[src/rtl/wb_sched_if.sv]
// ---------------------------------------------------------------------------
// wb_sched_if
//   Bundle of the writeback-stage signals exchanged between the pipeline and
//   the writeback scheduler.
//
//   master modport (pipeline / testbench side)
//     drives : wb_valid, wb_instr, pc_inc, alu_out, mem_out, mem_done
//     sees   : wb_ready, rf_wr_en, rf_wr_sel, rf_wr_data, pending_mask,
//              err, stall_cnt
//   slave modport (wb_sched side) is the mirror image.
//
//   DW and CNT_W must match the parameters of the wb_sched instance that
//   the interface is connected to.
// ---------------------------------------------------------------------------
interface wb_sched_if #(
    parameter int DW    = 16,
    parameter int CNT_W = 16
);
    logic             wb_valid;
    logic             wb_ready;
    logic [15:0]      wb_instr;
    logic [DW-1:0]    pc_inc;
    logic [DW-1:0]    alu_out;
    logic [DW-1:0]    mem_out;
    logic             mem_done;
    logic             rf_wr_en;
    logic [2:0]       rf_wr_sel;
    logic [DW-1:0]    rf_wr_data;
    logic [7:0]       pending_mask;
    logic             err;
    logic [CNT_W-1:0] stall_cnt;

    modport master (
        output wb_valid, wb_instr, pc_inc, alu_out, mem_out, mem_done,
        input  wb_ready, rf_wr_en, rf_wr_sel, rf_wr_data, pending_mask,
               err, stall_cnt
    );

    modport slave (
        input  wb_valid, wb_instr, pc_inc, alu_out, mem_out, mem_done,
        output wb_ready, rf_wr_en, rf_wr_sel, rf_wr_data, pending_mask,
               err, stall_cnt
    );
endinterface

[src/rtl/wb_sched.sv]
// ---------------------------------------------------------------------------
// wb_sched
//   Writeback-stage scheduler for the 16-bit core. Classifies the instruction
//   sitting in WB, picks its destination register, holds WB on loads until
//   the multicycle data memory reports completion and then issues a single
//   register-file write. Exposes a one-hot mask of the register whose result
//   is held but not yet written, for hazard detection.
//
//   Ports
//     clk  : clock
//     rst  : synchronous reset, active-high
//     bus  : wb_sched_if.slave
//            wb_valid/wb_ready  WB handshake, transfer = valid & ready
//            wb_instr           instruction word
//            pc_inc, alu_out    link value and ALU result
//            mem_out, mem_done  load data and completion strobe
//            rf_wr_en/sel/data  register-file write port (sel/data 0 when idle)
//            pending_mask       one-hot of register with held result
//            err                sticky load-timeout flag
//            stall_cnt          saturating count of stalled valid cycles
//
//   Parameters
//     DW       datapath width
//     TIMEOUT  MEM_WAIT cycles allowed before a load is abandoned (>= 1)
//     CNT_W    stall counter width
// ---------------------------------------------------------------------------
module wb_sched #(
    parameter int DW      = 16,
    parameter int TIMEOUT = 15,
    parameter int CNT_W   = 16
) (
    input  logic      clk,
    input  logic      rst,
    wb_sched_if.slave bus
);
    // Timer only has to reach TIMEOUT-1 (one count per MEM_WAIT cycle).
    localparam int            TW         = (TIMEOUT > 1) ? $clog2(TIMEOUT) : 1;
    localparam logic [TW-1:0] TIMER_LAST = TW'(TIMEOUT - 1);

    typedef enum logic [1:0] {
        IDLE     = 2'd0,
        MEM_WAIT = 2'd1,
        WRITE    = 2'd2
    } state_t;

    typedef enum logic [1:0] {
        CLS_NONE = 2'd0,
        CLS_ALU  = 2'd1,
        CLS_LOAD = 2'd2,
        CLS_LINK = 2'd3
    } cls_t;

    state_t        state, state_next;
    logic [TW-1:0] timer, timer_next;
    logic [2:0]    hold_sel, hold_sel_next;
    logic [DW-1:0] hold_data, hold_data_next;
    logic          err_q, err_set;
    logic [CNT_W-1:0] stall_q;

    logic [6:0]    op;
    cls_t          cls;
    logic [2:0]    dest;
    logic          ready;
    logic          accept;
    logic          wr_en;

    // Instruction class and destination register. Uses the same 7-bit
    // {instr[15:11], instr[1:0]} opcode as WB data selection so both
    // decoders agree; the low two bits happen not to matter for any class.
    always_comb begin
        op   = {bus.wb_instr[15:11], bus.wb_instr[1:0]};
        cls  = CLS_NONE;
        dest = 3'd0;
        casez (op)
            7'b11011??, 7'b11001??, 7'b111????: begin
                cls  = CLS_ALU;
                dest = bus.wb_instr[4:2];
            end
            7'b010????, 7'b101????: begin
                cls  = CLS_ALU;
                dest = bus.wb_instr[7:5];
            end
            7'b11000??, 7'b10010??: begin
                // LBI / SLBI write the register named in the Rs field
                cls  = CLS_ALU;
                dest = bus.wb_instr[10:8];
            end
            7'b10001??: begin
                cls  = CLS_LOAD;
                dest = bus.wb_instr[7:5];
            end
            7'b0011???: begin
                // JAL / JALR link into R7
                cls  = CLS_LINK;
                dest = 3'd7;
            end
            default: begin
                cls  = CLS_NONE;
                dest = 3'd0;
            end
        endcase
    end

    // Next-state and output logic. WRITE behaves like IDLE for accepting
    // a new instruction, which gives back-to-back one-write-per-cycle
    // throughput; the hold registers are reloaded at the same clock edge
    // that retires the current write.
    always_comb begin
        ready          = ~rst & (state != MEM_WAIT);
        accept         = bus.wb_valid & ready;

        state_next     = state;
        timer_next     = timer;
        hold_sel_next  = hold_sel;
        hold_data_next = hold_data;
        err_set        = 1'b0;

        case (state)
            IDLE, WRITE: begin
                state_next = IDLE;
                if (accept) begin
                    case (cls)
                        CLS_ALU: begin
                            hold_sel_next  = dest;
                            hold_data_next = bus.alu_out;
                            state_next     = WRITE;
                        end
                        CLS_LINK: begin
                            hold_sel_next  = dest;
                            hold_data_next = bus.pc_inc;
                            state_next     = WRITE;
                        end
                        CLS_LOAD: begin
                            hold_sel_next  = dest;
                            timer_next     = '0;
                            state_next     = MEM_WAIT;
                        end
                        default: state_next = IDLE;
                    endcase
                end
            end
            MEM_WAIT: begin
                // A completion in the last allowed cycle still wins.
                if (bus.mem_done) begin
                    hold_data_next = bus.mem_out;
                    state_next     = WRITE;
                end else if (timer == TIMER_LAST) begin
                    err_set        = 1'b1;
                    timer_next     = '0;
                    state_next     = IDLE;
                end else begin
                    timer_next     = timer + TW'(1);
                end
            end
            default: state_next = IDLE;
        endcase

        // Outputs are forced to their reset values while rst is high so a
        // held write never escapes in the reset cycle itself.
        wr_en            = ~rst & (state == WRITE);
        bus.wb_ready     = ready;
        bus.rf_wr_en     = wr_en;
        bus.rf_wr_sel    = wr_en ? hold_sel  : 3'd0;
        bus.rf_wr_data   = wr_en ? hold_data : '0;
        bus.pending_mask = (~rst && (state == MEM_WAIT || state == WRITE))
                           ? (8'h01 << hold_sel) : 8'h00;
        bus.err          = err_q;
        bus.stall_cnt    = stall_q;
    end

    // State, timer and holding registers.
    always_ff @(posedge clk) begin
        if (rst) begin
            state     <= IDLE;
            timer     <= '0;
            hold_sel  <= 3'd0;
            hold_data <= '0;
        end else begin
            state     <= state_next;
            timer     <= timer_next;
            hold_sel  <= hold_sel_next;
            hold_data <= hold_data_next;
        end
    end

    // Sticky timeout flag and saturating stall counter.
    always_ff @(posedge clk) begin
        if (rst) begin
            err_q   <= 1'b0;
            stall_q <= '0;
        end else begin
            if (err_set) begin
                err_q <= 1'b1;
            end
            if (bus.wb_valid && !ready && (stall_q != '1)) begin
                stall_q <= stall_q + CNT_W'(1);
            end
        end
    end

endmodule

[src/flat_wrapper.sv]
// flat-port wrapper written by rule: the top's interface ports become plain ports
module wb_sched_flat 
#(
    parameter int DW      = 16,
    parameter int TIMEOUT = 15,
    parameter int CNT_W   = 16
)
  (clk, rst, bus_wb_valid, bus_wb_instr, bus_pc_inc, bus_alu_out, bus_mem_out, bus_mem_done, bus_wb_ready, bus_rf_wr_en, bus_rf_wr_sel, bus_rf_wr_data, bus_pending_mask, bus_err, bus_stall_cnt);
  wb_sched_if #(.DW(DW), .CNT_W(CNT_W)) bus_i ();
  input  logic clk;
  input  logic rst;
  input wire logic [$bits(bus_i.wb_valid)-1:0] bus_wb_valid;
  input wire logic [$bits(bus_i.wb_instr)-1:0] bus_wb_instr;
  input wire logic [$bits(bus_i.pc_inc)-1:0] bus_pc_inc;
  input wire logic [$bits(bus_i.alu_out)-1:0] bus_alu_out;
  input wire logic [$bits(bus_i.mem_out)-1:0] bus_mem_out;
  input wire logic [$bits(bus_i.mem_done)-1:0] bus_mem_done;
  output wire logic [$bits(bus_i.wb_ready)-1:0] bus_wb_ready;
  output wire logic [$bits(bus_i.rf_wr_en)-1:0] bus_rf_wr_en;
  output wire logic [$bits(bus_i.rf_wr_sel)-1:0] bus_rf_wr_sel;
  output wire logic [$bits(bus_i.rf_wr_data)-1:0] bus_rf_wr_data;
  output wire logic [$bits(bus_i.pending_mask)-1:0] bus_pending_mask;
  output wire logic [$bits(bus_i.err)-1:0] bus_err;
  output wire logic [$bits(bus_i.stall_cnt)-1:0] bus_stall_cnt;
  assign bus_i.wb_valid = bus_wb_valid;
  assign bus_i.wb_instr = bus_wb_instr;
  assign bus_i.pc_inc = bus_pc_inc;
  assign bus_i.alu_out = bus_alu_out;
  assign bus_i.mem_out = bus_mem_out;
  assign bus_i.mem_done = bus_mem_done;
  assign bus_wb_ready = bus_i.wb_ready;
  assign bus_rf_wr_en = bus_i.rf_wr_en;
  assign bus_rf_wr_sel = bus_i.rf_wr_sel;
  assign bus_rf_wr_data = bus_i.rf_wr_data;
  assign bus_pending_mask = bus_i.pending_mask;
  assign bus_err = bus_i.err;
  assign bus_stall_cnt = bus_i.stall_cnt;
  wb_sched #(.DW(DW), .TIMEOUT(TIMEOUT), .CNT_W(CNT_W)) u_core (.clk(clk), .rst(rst), .bus(bus_i));
endmodule
[config.mk]
export PLATFORM = sky130hd
export DESIGN_NAME = wb_sched_flat
export DESIGN_NICKNAME = d
export VERILOG_FILES = /design/src/rtl/wb_sched_if.sv /design/src/rtl/wb_sched.sv /design/src/flat_wrapper.sv
export SDC_FILE = /design/constraint.sdc
export NUM_CORES = 1
export LEC_CHECK = 0
export CORE_MARGIN = 5
export CORE_UTILIZATION = 48
export DETAILED_ROUTE_END_ITERATION = 10
export GPL_ROUTABILITY_DRIVEN = 0
export GPL_TIMING_DRIVEN = 1
export PLACE_DENSITY_LB_ADDON = 0.05
export SLEW_MARGIN = 20
export SYNTH_ARGS = -nofsm -noshare
export SYNTH_HDL_FRONTEND = slang
export SYNTH_SLANG_ARGS = --single-unit
export TNS_END_PERCENT = 20
[constraint.sdc]
create_clock -name clk -period 4.57 [get_ports clk]
set_input_delay 0.457 -clock clk [delete_from_list [all_inputs] [get_ports clk]]
set_output_delay 0.457 -clock clk [all_outputs]
set_load 0.005 [all_outputs]
==> metrics.yaml, run 1 <==
hold_class: "reg2reg"
ys_seq_area_frac: 0.292
clk_pin_slew_ns: 0.08
outcome: "finished, final reports clean"
cts-resized-gates: 0
slew_viol_final: 0
port_buffers: 111
synth_cells: 329
power.density_nw_per_um2: 189
slew_headroom: 0.327
cts_made_buffers: 5
async_flop_share: 0
n_antenna_cell: 0
power.leakage_nw: 1.65
cts.sink_count: 42
drtIter0Drc: 175
cp_max_fo: 18
grt_pass1_wl_mm: 12.4
die_w_um: 87.5
avgSynthCellArea_um2: 8.77
drive_above_1_share: 0.0907
hold_viol_final: 0
endpoint_kind: "primary output"
coreArea_um2: 5890
synth_cell_type_count: 55
synth_edf_count: 0
synth_seq_cells: 42
cts_setup_buffers: 0
h-tree-depth: 2
critical_path_buf_inv_count: 2
crit_top_cell: "clkdlybuf4s50_1"
holdBufCountCts: 0
tightestPinTransition_ns: 1.01
io_pins: 114
antenna_found_initial: 0
layout_min_cycle_time_ns: 2.95
p_total_w: 0.000772
maxCapViolCount: 0
critPathKind: "in2out"
cp-start-kind: "input pin"
postLayoutCellArea_um2: 4080
fmax_mhz: 339
vias: 2748
track_usage: 0.197
grt_pass1_vias: 2614
placed_cell_area_um2: 3990
fill_cells: 503
max_stage_delay_ns: 0.70
synthesis.area_um2: 2880
clockBufferDepth: 2
firstDrtPassIters: 4
period_share: 0.646
drc_errors: 0
cts_tree: "built"
rows: 28
die_h_um: 87.5
synthFlopType: "dfxtp_1"
final_nets: 504
cp_top_family: "buffers and inverters"
start_util: 0.490
wl_per_cell_um: 15.3
worst-endpoint-arrival_ns: 2.50
ys.warnings.count: 0
grt_max_degree: 34
totalWireLength_mm: 7.73
rsz0062_at_grt: "no"
drt-vias-per-instance: 5.44
vdd_drop_max_mv: 0.148
critPathRequiredTime_ns: 4.11
setup_tns_ns: 0
finClkSkew_ns: 0.00843
finalSetupViolCount: 0
crit_slowest_cell: "clkdlybuf4s50_1"
syn_nets: 404
place_hpwl_mm: 5.83
route.antenna.remaining_nets: 0
worstPathCellList: "clkdlybuf4s50_1, or3b_2, nor3_1, clkdlybuf4s50_1"
die-area_um2: 7660
syn_to_final_growth_pct: 41.5
overflow: 0
root_buffer: "clkbuf_8"
clock_latency_ns: 0.29
where the power goes:
| group | internal (W) | leakage (nW) | switching (W) |
|---|---|---|---|
| registers | 0.000374 | 0.340 | 0.00000574 |
| logic | 0.0000911 | 1.26 | 0.0000519 |
| clock network | 0.000121 | 0.0472 | 0.000127 |
synthesized netlist by cell type (all sizes together) (9+ instances only):
| master | number | area share |
|---|---|---|
| a21oi | 20 | 0.035 |
| and2 | 20 | 0.043 |
| and3 | 21 | 0.046 |
| buf | 12 | 0.033 |
| clkbuf | 10 | 0.013 |
| dfxtp | 42 | 0.29 |
| mux2 | 16 | 0.075 |
| mux2i | 19 | 0.066 |
| nand2 | 9 | 0.012 |
| nand3 | 13 | 0.023 |
| nor2 | 35 | 0.046 |
| o21ba | 16 | 0.056 |
| xor2 | 12 | 0.036 |
sequential cells by signal, indices dropped and copies added, names as in the netlist:
| signal | flops |
|---|---|
| u_core.bus.stall_cnt | 16 |
| u_core.hold_data | 16 |
| u_core.timer | 4 |
| u_core.hold_sel | 3 |
| u_core.state | 2 |
| u_core.bus.err | 1 |
metrics by stage:
stage | util | std cells | hold slack (ns) | setup WS, ns
floorplan | - | 329 | 0.465 | 2.77
global placement | 0.677 | 497 | 0.457 | 1.46
detailed placement | 0.677 | 497 | 0.459 | 1.43
CTS | 0.693 | 505 | 0.480 | 1.58
global route | 0.693 | 505 | 0.517 | 1.43
finish | 0.693 | 505 | 0.476 | 1.62
worst reg2reg max path: cells and delay by family, from the launching register on:
kind            cells  cell delay (ns)
fa+ha+maj           1             0.21
buf+inv             1             0.08
simple gates        3             1.50
compound gates      1             0.19
flops               1             0.39
path summary, 6_finish.rpt:
path	start	endpoint	slack, ns	depth (start not counted)
setup / recovery	rst	bus_pending_mask[0]	1.62	4
hold / removal	u_core.bus.err	u_core.bus.err	0.48	2
setup reg to reg	u_core.state[0]	u_core.hold_data[0]	2.10	6
hold reg to reg	u_core.bus.err	u_core.bus.err	0.48	2
metal layers:
layer,global-route usage,part of all wire,up-vias
li1,-,-,1383
met1,0.249,0.43,1289
met2,0.342,0.49,69
met3,0.0416,0.066,7
met4,0.0516,0.011,0
met5,0,0,-
placed cells by master (no fill, tap or decap), types with 2 or more instances in the layout:
master           instances
mux2_4                  10
mux2_2                   6
clkdlybuf4s50_1        111
o21ai_0                  5
nand3b_1                 4
a2111oi_0                3
o2111ai_1                4
o211a_1                  2
nor2_1                  34
and3_1                  21
inv_1                    7
nor2b_1                  5
a31oi_1                  2
nor3_1                   8
nand4_1                  2
a22o_1                   3
mux2i_1                 19
clkbuf_8                 6
a21oi_1                 20
dfxtp_1                 42
nand3_1                 13
ha_1                     7
buf_4                    4
a41oi_1                  2
nand2_1                  9
o21ba_1                 13
nor3b_1                  4
xor2_1                  12
or3_1                    2
and2_1                  20
nand2b_1                 2
o21ba_2                  3
o21ai_2                  2
o211ai_1                 2
cells by family after synthesis:
kind of cell / count (synthesis) / synth area share
AOI/OAI and AO/OA: 70 / 0.184
xor gates and xnor gates: 13 / 0.0395
adders and majority gates: 7 / 0.0304
buffers and inverters: 29 / 0.0551
DFF: 42 / 0.292
muxes: 35 / 0.141
and+or+nand+nor: 133 / 0.258
layout make-up:
class	instances	area, µm²	share of cell area
clock buffers	6	82.6	0.0202
inverters	7	26.3	0.00644
clock inverters	2	12.5	0.00307
flip-flops and latches	42	841	0.206
multi-input cells	258	1880	0.462
repair buffers	115	1140	0.280
well taps	75	93.8	0.0230
Power figures use the tool's default switching activity.
==> inputs of run 2 (changes only) <==
--- a/config.mk
+++ b/config.mk
@@ -6,7 +6,7 @@
 export NUM_CORES = 1
 export LEC_CHECK = 0
 export CORE_MARGIN = 5
-export CORE_UTILIZATION = 48
+export CORE_UTILIZATION = 40
 export DETAILED_ROUTE_END_ITERATION = 10
 export GPL_ROUTABILITY_DRIVEN = 0
 export GPL_TIMING_DRIVEN = 1
==> constraint.sdc (replaced) <==
create_clock -name clk -period 2.5 [get_ports clk]
set_input_delay 0.25 -clock clk [delete_from_list [all_inputs] [get_ports clk]]
set_output_delay 0.25 -clock clk [all_outputs]
set_load 0.005 [all_outputs]
==> run 2 against run 1 <==
Net effect:
- hold slack better by 0.0040 ns
- via count up 0.44%
- sequential share of layout area down 0.49 points
- largest cell class unchanged
- flip-flop and latch count unchanged
- clock skew down 0.0044 ns
==> metrics.yaml, run 2 (synthesis results as in run 1) <==
wl_per_cell_um: 14.6  # -4.5%
drtIter0Drc: 100  # -43%
grt_use_met2: 0.285  # -0.0570
place_hpwl_mm: 5.88  # +0.79%
critPathLaunch: "u_core.state[0]"
cp_max_fo: 4  # -14
die_w_um: 94.9  # +8.4%
tightestPinTransition_ns: 0.600  # -0.410 ns
grt_pass1_vias: 2580  # -1.3%
drive_above_1_share: 0.114  # +0.0232
placed_cell_area_um2: 4100  # +2.8%
totalWireLength_mm: 7.86  # +1.7%
hold_start: "u_core.bus.err"
layout.cells.most_common: "clkdlybuf4s50_1"
power.leakage_nw: 1.70  # +3.1%
clock_latency_ns: 0.29  # about the same
holdBufCountCts: 0  # unchanged
critPathKind: "reg2out"
vdd_drop_max_mv: 0.261  # +76%
grt_use_met3: 0.0502  # +0.00857
reg2reg_from: "u_core.state[1]"
seqPwrFrac: 0.496  # +0.004
route.antenna.remaining_nets: 0  # unchanged
root_buffer: "clkbuf_8"
setup_tns_ns: 0  # unchanged
cts.sink_count: 42  # unchanged
fmax_mhz: 431
hold_slack_ns: 0.480  # +0.00403 ns
layout_common_cells: "clkdlybuf4s50_1, dfxtp_1, nor2_1"
drc_errors: 0  # unchanged
power.density_nw_per_um2: 334  # +77%
postLayoutCellArea_um2: 4190  # +2.7%
drt-vias-per-instance: 5.13  # -5.7%
syn_to_final_growth_pct: 45.4
antenna_found_initial: 0  # unchanged
cp_top_family: "buffers and inverters"
io_pins: 114  # unchanged
p_int_w: 0.00106  # +80%
hold_viol_final: 0  # unchanged
worstPathCellList: "inv_1, ha_1, or3b_4, nor3_2, clkdlybuf4s50_1"
grt_max_degree: 34  # unchanged
hold_class: "reg2reg"
coreArea_um2: 7140  # +21%
rows: 31  # +11%
firstDrtPassIters: 4  # unchanged
final_nets: 513  # +1.8%
slew_headroom: 0.600  # +0.273
clk_pin_slew_ns: 0.08  # about the same
max_stage_delay_ns: 0.52  # -0.18 ns
clkPwrFrac: 0.310  # -0.012
rsz0062_at_grt: "no"
grt_use_met1: 0.207  # -0.0416
critPathRequiredTime_ns: 2.25  # -1.86 ns
endpoint_kind: "primary output"
critical_path_buf_inv_count: 2  # unchanged
clockBufferDepth: 2  # unchanged
cts_made_buffers: 5  # unchanged
finClkSkew_ns: 0.00405  # -0.00438 ns
port_buffers: 111  # unchanged
die-area_um2: 9010  # +18%
period_share: 0.929
overflow: 0  # unchanged
switchingPower_w: 0.000345  # +87%
n_antenna_cell: 0  # unchanged
slew_viol_final: 0  # unchanged
busiest_layer: "met2"
track_usage: 0.167  # -0.0305
start_util: 0.404  # -0.0859
vias: 2760  # +0.44%
cts_tree: "built"
grt_pass1_wl_mm: 12.2  # -1.2%
maxCapViolCount: 0  # unchanged
worst-endpoint-arrival_ns: 2.07  # -0.43 ns
outcome: "finished, final reports clean"
switching_share: 0.246  # +0.00675
layout_min_cycle_time_ns: 2.32
cp-start-kind: "flop"
h-tree-depth: 2  # unchanged
finalSetupViolCount: 0  # unchanged
cts_setup_buffers: 0  # unchanged
crit_slowest_cell: "clkdlybuf4s50_1"
die_h_um: 94.9  # +8.4%
p_comb_frac: 0.194  # +0.009
==> run 2: worst paths after layout <==
kind                                             to  slack (ns)  depth (start not counted)
worst max-delay path            bus_pending_mask[0]        0.18                          5
worst min-delay path                 u_core.bus.err        0.48                          2
worst max register to register  u_core.hold_data[0]        0.47                          7
worst min register to register       u_core.bus.err        0.48                          2
==> run 2: stage by stage <==
step | utilization | worst slack [ns] | total power, W | cells
floorplan | - | 0.758 | 0.000838 | 329
global placement | 0.574 | 0.192 | 0.000977 | 530
detailed placement | 0.574 | 0.171 | 0.000982 | 530
CTS | 0.587 | 0.0363 | 0.00143 | 538
global route | 0.587 | 0.0651 | 0.00147 | 538
finish | 0.587 | 0.178 | 0.00140 | 538
==> run 2: power groups by stage <==
stage | Combinational (W) | Sequential (W) | Clock (W)
after floorplan | 0.000130 | 0.000708 | 0
after global placement | 0.000267 | 0.000709 | 0
after detailed placement | 0.000271 | 0.000710 | 0
after CTS | 0.000274 | 0.000695 | 0.000457
after global routing | 0.000294 | 0.000698 | 0.000480
final | 0.000272 | 0.000695 | 0.000435
==> run 2: final cells by class <==
type / count / area (µm²)
sequential: 42 / 843
timing repair buffer: 124 / 1220
tap: 99 / 124
clock buffer: 6 / 72.6
inverter: 7 / 26.3
fill: 695 / 2940
clock inverter: 2 / 13.8
multi-input combinational: 258 / 1890
==> run 2: repair_timing <==
action | 4_1_cts | 5_1_grt
cloned | 0 | 0
setup endpoints to repair | 1 | 4
gates resized for setup | 3 | 1
==> run 2: layer usage <==
metal / vias to the layer above / share of wire
met1: 1282 / 0.45
li1: 1405 / -
met5: - / 0
met4: 0 / 0.0065
met2: 68 / 0.47
met3: 5 / 0.073
==> run 2: worst register-to-register path: stages (launching register included) <==
cell,delay (ns)
dfxtp_2,0.36
inv_1,0.06
ha_1,0.29
nor2_2,0.16
nand3b_2,0.15
a31o_2,0.45
and3_1,0.26
o21ba_2,0.18
==> inputs of run 3 (changes only) <==
--- a/config.mk
+++ b/config.mk
@@ -5,8 +5,9 @@
 export SDC_FILE = /design/constraint.sdc
 export NUM_CORES = 1
 export LEC_CHECK = 0
-export CORE_MARGIN = 5
+export CORE_MARGIN = 4
 export CORE_UTILIZATION = 40
+export CTS_BUF_LIST = sky130_fd_sc_hd__clkbuf_16
 export DETAILED_ROUTE_END_ITERATION = 10
 export GPL_ROUTABILITY_DRIVEN = 0
 export GPL_TIMING_DRIVEN = 1
==> run 3 against run 2 <==
Net effect:
- sequential power about the same
- non-clock buffer count decreased by 1
- critical path depth unchanged
- wire length decreased by 1.6%
- largest cell class unchanged
- critical endpoint is now bus_pending_mask[3]
- critical path type unchanged
- final area increased by 1.1%
==> metrics.yaml, run 3 (synthesis results as in run 1) <==
outcome: "finished, final reports clean"
die_w_um: 92.9  # -2.1%
switchingPower_w: 0.000370  # +7.2%
placed_cell_area_um2: 4090  # -0.27%
period_share: 0.935  # +0.00600
setup_tns_ns: 0  # unchanged
cts_made_buffers: 5  # unchanged
firstDrtPassIters: 4  # unchanged
maxCapViolCount: 0  # unchanged
endpoint_kind: "primary output"
worst-endpoint-arrival_ns: 2.09  # +0.02 ns
start_util: 0.418  # +0.0135
grt_max_degree: 34  # unchanged
clk_pin_slew_ns: 0.06  # -0.02 ns
vdd_drop_max_mv: 0.319  # +23%
postLayoutCellArea_um2: 4240  # +1.1%
switching_share: 0.231  # -0.0149
drc_errors: 0  # unchanged
tightestPinTransition_ns: 0.580  # -0.0198 ns
track_usage: 0.175  # +0.00825
dp.cells: 526  # -0.75%
place_hpwl_mm: 5.74  # -2.3%
die_h_um: 92.9  # -2.1%
totalWireLength_mm: 7.74  # -1.6%
r2r_slack_ns: 0.37  # -0.10 ns
root_buffer: "clkbuf_16"
finClkSkew_ns: 0.00349  # -0.000565 ns
vias: 2746  # -0.51%
port_buffers: 111  # unchanged
rsz0062_at_grt: "no"
clockBufferDepth: 2  # unchanged
n_antenna_cell: 0  # unchanged
drt-vias-per-instance: 5.14  # +0.24%
p_int_w: 0.00123  # +16%
antenna_found_initial: 0  # unchanged
overflow: 0  # unchanged
hold_slack_ns: 0.497  # +0.0165 ns
critPathRequiredTime_ns: 2.25  # about the same
wl_per_cell_um: 14.5  # -0.81%
hold_viol_final: 0  # unchanged
fin_cells: 534  # -0.74%
finalSetupViolCount: 0  # unchanged
fmax_mhz: 428  # -0.64%
cts.sink_count: 42  # unchanged
cp_max_fo: 4  # unchanged
grt_pass1_vias: 2654  # +2.9%
power.density_nw_per_um2: 377  # +13%
hold_class: "reg2reg"
syn_to_final_growth_pct: 47.0
p_comb_frac: 0.169  # -0.025
slew_headroom: 0.613  # +0.0132
final_nets: 512  # -0.19%
clock_latency_ns: 0.28  # about the same
die-area_um2: 8630  # -4.2%
power.leakage_nw: 1.71  # +0.99%
io_pins: 114  # unchanged
cts_tree: "built"
slew_viol_final: 0  # unchanged
grt_pass1_wl_mm: 12.6  # +2.9%
clkPwrFrac: 0.396  # +0.086
layout_min_cycle_time_ns: 2.34  # +0.0150 ns
layout.cells.most_common: "clkdlybuf4s50_1"
rows: 30  # -3.2%
drive_above_1_share: 0.110  # -0.00431
layout_common_cells: "clkdlybuf4s50_1, dfxtp_1, nor2_1"
r2r_cells: 7  # unchanged
route.antenna.remaining_nets: 0  # unchanged
cp-start-kind: "flop"
coreArea_um2: 6910  # -3.2%
cts_setup_buffers: 0  # unchanged
h-tree-depth: 2  # unchanged
drtIter0Drc: 145  # +45%
hold_depth: 2  # unchanged
seqPwrFrac: 0.435  # -0.061
critPathKind: "reg2out"
-- run 3: cell count changes in the layout (fill, tap and decap cells not counted) --
| cell | previous run | this run |
|---|---|---|
| buf_4 | 12 | 11 |
| clkbuf_1 | 1 | 0 |
| clkbuf_16 | 0 | 5 |
| clkbuf_8 | 5 | 0 |
| clkinv_1 | 0 | 1 |
| clkinv_2 | 1 | 0 |
| clkinv_4 | 1 | 0 |
| clkinvlp_4 | 0 | 1 |
| dfxtp_1 | 40 | 41 |
| dfxtp_2 | 2 | 1 |
| inv_6 | 0 | 1 |
-- run 3: worst paths after layout --
kind / start / end
setup reg to reg: u_core.state[1] / u_core.hold_data[2]
hold reg to reg: u_core.bus.err / u_core.bus.err
setup / recovery: u_core.state[1] / bus_pending_mask[3]
hold / removal: u_core.bus.err / u_core.bus.err
-- run 3: critical path, cell delays in order (launching register included) --
cell             delay (ns)
dfxtp_1                0.38
inv_1                  0.08
ha_1                   0.30
or3b_4                 0.42
nor2_1                 0.12
clkdlybuf4s50_1        0.51
-- run 3: per-stage QoR --
stage | utilization | power [W] | setup slack, ns
CTS | 0.613 | 0.00161 | 0.0171
global placement | 0.591 | 0.000976 | 0.236
finish | 0.614 | 0.00160 | 0.163
global route | 0.614 | 0.00167 | 0.0706
detailed placement | 0.591 | 0.000979 | 0.228
floorplan | - | 0.000838 | 0.758
-- run 3: timing repair --
action,CTS,global route
endpoints found under the setup margin,1,4
resized for setup,1,2
hold buffers,0,0
-- run 3: final cells by class --
type,instances,area (µm²)
Fill cell,649,2670
Multi-Input combinational cell,258,1890
Tap cell,96,120
Inverter,7,26.3
Sequential cell,42,842
Clock inverter,3,20.0
Timing Repair Buffer,123,1210
Clock buffer,5,125
-- run 3: power groups by stage --
stage          clock [W]  combinational (W)  sequential (W)
2_1_floorplan          0           0.000130        0.000708
3_3_place_gp           0           0.000266        0.000710
3_5_place_dp           0           0.000269        0.000710
4_1_cts         0.000646           0.000271        0.000695
5_1_grt         0.000673           0.000295        0.000697
6_report        0.000634           0.000270        0.000696
-- run 3: routing by layer --
| layer | GRT usage | vias up | share of wire |
|---|---|---|---|
| met1 | 0.230 | 1254 | 0.47 |
| met3 | 0.0422 | 7 | 0.071 |
| met2 | 0.287 | 79 | 0.45 |
| li1 | - | 1406 | - |
| met4 | 0.0476 | 0 | 0.012 |
| met5 | 0 | - | 0 |
==> patch 1: new RTL, config.mk and constraints of run 2 <==
`TIMEOUT` is set to 15 in 2 places; all go to 16.
--- a/src/rtl/wb_sched.sv
+++ b/src/rtl/wb_sched.sv
@@ -27,5 +27,5 @@
 module wb_sched #(
     parameter int DW      = 16,
-    parameter int TIMEOUT = 15,
+    parameter int TIMEOUT = 16,
     parameter int CNT_W   = 16
 ) (
--- a/src/flat_wrapper.sv
+++ b/src/flat_wrapper.sv
@@ -3,5 +3,5 @@
 #(
     parameter int DW      = 16,
-    parameter int TIMEOUT = 15,
+    parameter int TIMEOUT = 16,
     parameter int CNT_W   = 16
 )
Function: no difference found for any inputs over 10 cycles, from zero or initial values and one cycle with rst high; that may be too few to reach the edited logic, so the function may still have changed.
==> patch 1 against run 2 <==
Sequential share of layout area rose by 0.37 points. Area after synthesis fell by 4.6%. First-iteration DRC count up 4.0%. Sequential power is essentially flat. Global-route usage increased by 0.15 points. Routed wire length down 6.2%. Clock power increased by 27%. Sequential cell count unchanged. Largest power group unchanged. Register-to-register slack improved by 0.06 ns. Worst setup slack gained 0.016 ns. Total power is 7.7% higher. Die area down 4.2%. Final area decreased by 1.8%.
==> patch 1: results (changes against run 2) <==
Status
  • Run status: complete, no violations (unchanged)

Placed design
  • Port-buffer cells: 111 (unchanged)
  • Hpwl dp: 5650 µm (was 5880 µm)
  • Post-Place Cells: 510 (was 530)
  • Post-DP Area: 0.00400 mm² (was 0.00410 mm²)
  • Post-place setup slack: 0.168 ns (was 0.171 ns)

Global routing
  • Vias in the first global route: 2588 (was 2580)
  • Largest net degree at the start of global routing: 37 (was 34)
  • Total GRT Usage: 16.8% (was 16.7%)
  • First-pass GRT wire length: 11900 µm (was 12200 µm)

Worst hold path
  • Worst Hold Launch: u_core.state[1] (was u_core.bus.err)
  • Tightest Hold Check Type: flop to flop (unchanged)

Routing
  • Wirelength, routed: 7370 µm (was 7860 µm)
  • Routed len/inst: 14.2 µm (was 14.6 µm)
  • DRT iter0 DRCs: 104 (was 100)
  • Vias post-DR: 2686 (was 2760)

Setup path
  • Crit Path Max Fanout: 4 (unchanged)

Yosys
  • Synth cell count leaders: dfxtp_1 (42), a21oi_1 (28), nor2_1 (28) (was dfxtp_1 (42), nor2_1 (34), and3_1 (21))
  • Ranking of synthesized cells by area: dfxtp_1 (31%), mux2i_1 (6.2%), mux2_2 (6.1%), a21oi_1 (5.1%), o21ba_2 (5.1%) (was dfxtp_1 (29%), mux2i_1 (6.6%), mux2_4 (5.2%), and3_1 (4.6%), o21ba_1 (4.5%))
  • Ys async rst share: 0% (unchanged)
  • Unique masters post-synth: 47 (was 55)
  • Synth Area per Inst: 8.38 µm² (was 8.77 µm²)
  • Syn Nets: 402 (was 404)
  • Register area share after synthesis: 30.6% (was 29.2%)
  • Synth Warn #: 0 (unchanged)

Power
  • Pleak: 1.54 nW (was 1.70 nW)
  • Pwr dens: 367 mW/mm² (was 334 mW/mm²)
  • Max VDD drop: 0.000229 V (was 0.000261 V)

Layout
  • Filler Cell Count: 634 (was 695)
  • Share of layout cells above drive strength 1: 13.5% (was 11.4%)

Timing
  • Max transition margin: 59.7% (was 60.0%)
  • Worst Skew: 0.00464 ns (was 0.00405 ns)

Clock network
  • Root Buffer: clkbuf_8 (unchanged)
patch 1: layout make-up:
class                   count  share of cell area, %
clock inverters             3                   1.06
well taps                  80                   2.43
clock buffers               5                   1.67
inverters                   7                  0.638
repair buffers            122                   29.6
flip-flops and latches     42                   20.5
multi-input cells         259                   44.1
patch 1: logic make-up after synthesis:
family                     count (synthesis)  share of synthesized area [%]
muxes                                     33                           12.7
adders and majority gates                  6                           2.73
AOI/OAI and AO/OA                         68                           16.9
and+or+nand+nor                          139                           28.6
buffers and inverters                     27                           4.32
DFF                                       42                           30.6
xor gates and xnor gates                  13                           4.14
patch 1: what timing repair did:
action,CTS,global route
gates resized for setup,1,3
pin swaps,0,0
endpoints found under the setup margin,1,4
patch 1: layer usage:
metal	up-vias	GRT usage, %	share of wire (%)
met4	0	3.91	0.56
met5	-	0	0
li1	1388	-	-
met1	1235	18.9	42
met3	4	5.36	6.6
met2	59	30.7	51
patch 1: report_power, final:
group          leakage [nW]  internal, W  total, W  switching (W)
logic                  1.14     0.000172  0.000260      0.0000880
registers             0.341     0.000685  0.000697      0.0000116
clock network        0.0585     0.000300  0.000553       0.000253
total                  1.54      0.00116   0.00151       0.000353
patch 1: worst max-delay path, cell delays in order, from the launching register on:
cell	delay, ns
dfxtp_2	0.37
inv_1	0.06
ha_1	0.29
or3b_4	0.41
nor3_2	0.11
clkdlybuf4s50_1	0.52
patch 1: worst paths after layout:
check | cells past startpoint | slack (ns) | endpoint
max | 5 | 0.19 | bus_pending_mask[0]
min | 2 | 0.49 | u_core.state[1]
max reg2reg | 7 | 0.53 | u_core.timer[2]
min reg2reg | 2 | 0.49 | u_core.state[1]
==> patch 2: new RTL, config.mk and constraints of run 2 <==
Made on the original files. `hold_data` no longer has a reset.
--- a/src/rtl/wb_sched.sv
+++ b/src/rtl/wb_sched.sv
@@ -175,11 +175,13 @@
             timer     <= '0;
             hold_sel  <= 3'd0;
-            hold_data <= '0;
         end else begin
             state     <= state_next;
             timer     <= timer_next;
             hold_sel  <= hold_sel_next;
-            hold_data <= hold_data_next;
         end
+    end
+
+    always_ff @(posedge clk) begin
+        hold_data <= hold_data_next;
     end
 
Formal check against the unedited RTL: same outputs for any inputs over 10 cycles, from zero or initial values and one cycle with rst high; that may be too few to reach the edited logic, so the function may still have changed.
==> patch 2 against run 2 <==
Die area decreased by 8.6%. Critical path type unchanged. Routed wire length fell by 14%. Clock power increased by 15%. Sequential share of layout area is 5.4 points higher. Area after synthesis decreased by 9.6%. Final area fell by 6.4%. Combinational power decreased by 13%. Cell count decreased by 8.9%. Sequential cell count did not move. Total power is 5.3% higher. Core utilization rose by 3.1 points. Largest power group unchanged. Worst setup slack better by 0.096 ns. Register-to-register slack got worse by 0.07 ns. Via count down 8.7%.
==> patch 2: results (changes against run 2) <==
Status
  • Run status: complete, no violations (unchanged)

Yosys
  • Register area share after synthesis: 38.4% (was 29.2%)
  • Post-synthesis xor/xnor area fraction: 4.37% (was 3.95%)
  • Post-synth EDFFs: 16 (was 0)
  • Syn Nets: 376 (was 404)
  • Synth cell count leaders: nand2_1 (31), nor2_1 (29), dfxtp_1 (26) (was dfxtp_1 (42), nor2_1 (34), and3_1 (21))
  • Unique masters post-synth: 53 (was 55)
  • Mux cell area share after synthesis: 6.91% (was 14.1%)
  • Post-Syn Instances: 301 (was 329)
  • Post-Synth Adder-Cell Area: 3.36% (was 3.04%)
  • Post-synthesis compound-gate area fraction: 14.8% (was 18.4%)
  • Ranking of synthesized cells by area: dfxtp_1 (20%), edfxtp_1 (18%), mux2i_1 (6.9%), and2_1 (5.0%), nand2_1 (4.5%) (was dfxtp_1 (29%), mux2i_1 (6.6%), mux2_4 (5.2%), and3_1 (4.6%), o21ba_1 (4.5%))

Placed design
  • Post-Place Cells: 482 (was 530)
  • Hpwl dp: 5400 µm (was 5880 µm)

Global routing
  • Total GRT Usage: 16.0% (was 16.7%)
  • Vias in the first global route: 2334 (was 2580)
  • Initial antenna violation count: 0 (unchanged)
  • Largest net degree at the start of global routing: 33 (was 34)
  • First-pass GRT wire length: 10900 µm (was 12200 µm)

Power
  • Sequential share of power: 49.9% (was 49.6%)
  • Max VDD drop: 0.000209 V (was 0.000261 V)
  • Switching Power: 0.000345 W (about the same)
  • Clock group total power: 0.000502 W (was 0.000435 W)
  • Pwr Total: 0.00148 W (was 0.00140 W)
  • Pleak: 1.35 nW (was 1.70 nW)

Clock network
  • # resized after CTS: 0 (was 3)
  • Number of CTS-inserted buffers: 5 (unchanged)
  • Clk buf depth: 2 (unchanged)
  • Clock-pin slew on the worst setup and hold paths: 0.08 ns (about the same)

Setup path
  • Crit path max-delay family: buffers and inverters (unchanged)
  • Crit Path Max Fanout: 20 (was 4)
  • Critical path arrival: 1.98 ns (was 2.07 ns)
  • Critical path origin: u_core.state[0] (unchanged)

Routing
  • DRT Pass-1 Iters: 6 (was 4)
  • DR vias/cell: 5.14 (was 5.13)
  • DRT iter0 DRCs: 81 (was 100)
  • Routed len/inst: 13.9 µm (was 14.6 µm)
  • Wirelength, routed: 6800 µm (was 7860 µm)

Layout
  • Share of layout cells above drive strength 1: 5.33% (was 11.4%)
  • # nets final: 487 (was 513)

Floorplan
  • Die footprint: 0.00823 mm² (was 0.00901 mm²)

Timing
  • Actual slew at the worst max-slew pin: 0.515 ns (was 0.600 ns)
  • Worst Skew: 0.00640 ns (was 0.00405 ns)
==> patch 2: final timing paths <==
| kind | to | slack [ns] | depth (start not counted) |
|---|---|---|---|
| max | bus_rf_wr_sel[2] | 0.27 | 6 |
| min | u_core.bus.err | 0.48 | 2 |
| max reg2reg | u_core.timer[0] | 0.40 | 6 |
| min reg2reg | u_core.bus.err | 0.48 | 2 |
==> patch 2: area by class of cell <==
class | count | area (µm²)
tap | 77 | 96.3
multi-input combinational | 233 | 1480
clock buffer | 6 | 93.8
fill | 574 | 2420
timing repair buffer | 119 | 1200
sequential | 42 | 1000
inverter | 11 | 46.3
clock inverter | 2 | 10.0
==> patch 2: routing by layer <==
layer	vias to the layer above	wire length (µm)	global-route usage [%]	share of wire (%)
met5	-	0	0	0
met4	0	124	5.71	1.8
met3	10	454	4.75	6.7
met2	69	3610	29.0	53
met1	1146	2610	17.5	38
li1	1296	-	-	-
==> patch 2: cell families after synthesis <==
| kind of cell | after synthesis |
|---|---|
| and+or+nand+nor | 134 |
| AOI/OAI and AO/OA | 61 |
| DFF | 42 |
| buffers and inverters | 26 |
| muxes | 18 |
| xor gates and xnor gates | 13 |
| adders and majority gates | 7 |
==> patch 2: metrics by stage <==
stage / util, % / instance area, µm² / setup WS (ns)
finish: 61.8 / 3930 / 0.274
global route: 61.8 / 3930 / 0.117
CTS: 61.8 / 3930 / 0.262
detailed placement: 60.2 / 3820 / 0.279
global placement: 60.2 / 3820 / 0.299
floorplan: - / 2610 / 0.343
==> patch 2: tightest hold or removal path: cells and delay by family (launching register included) <==
family	cells	cell delay, ns
AO/OA/AOI/OAI	1	0.04
flip-flops	1	0.33
AND/OR/NAND/NOR	1	0.07
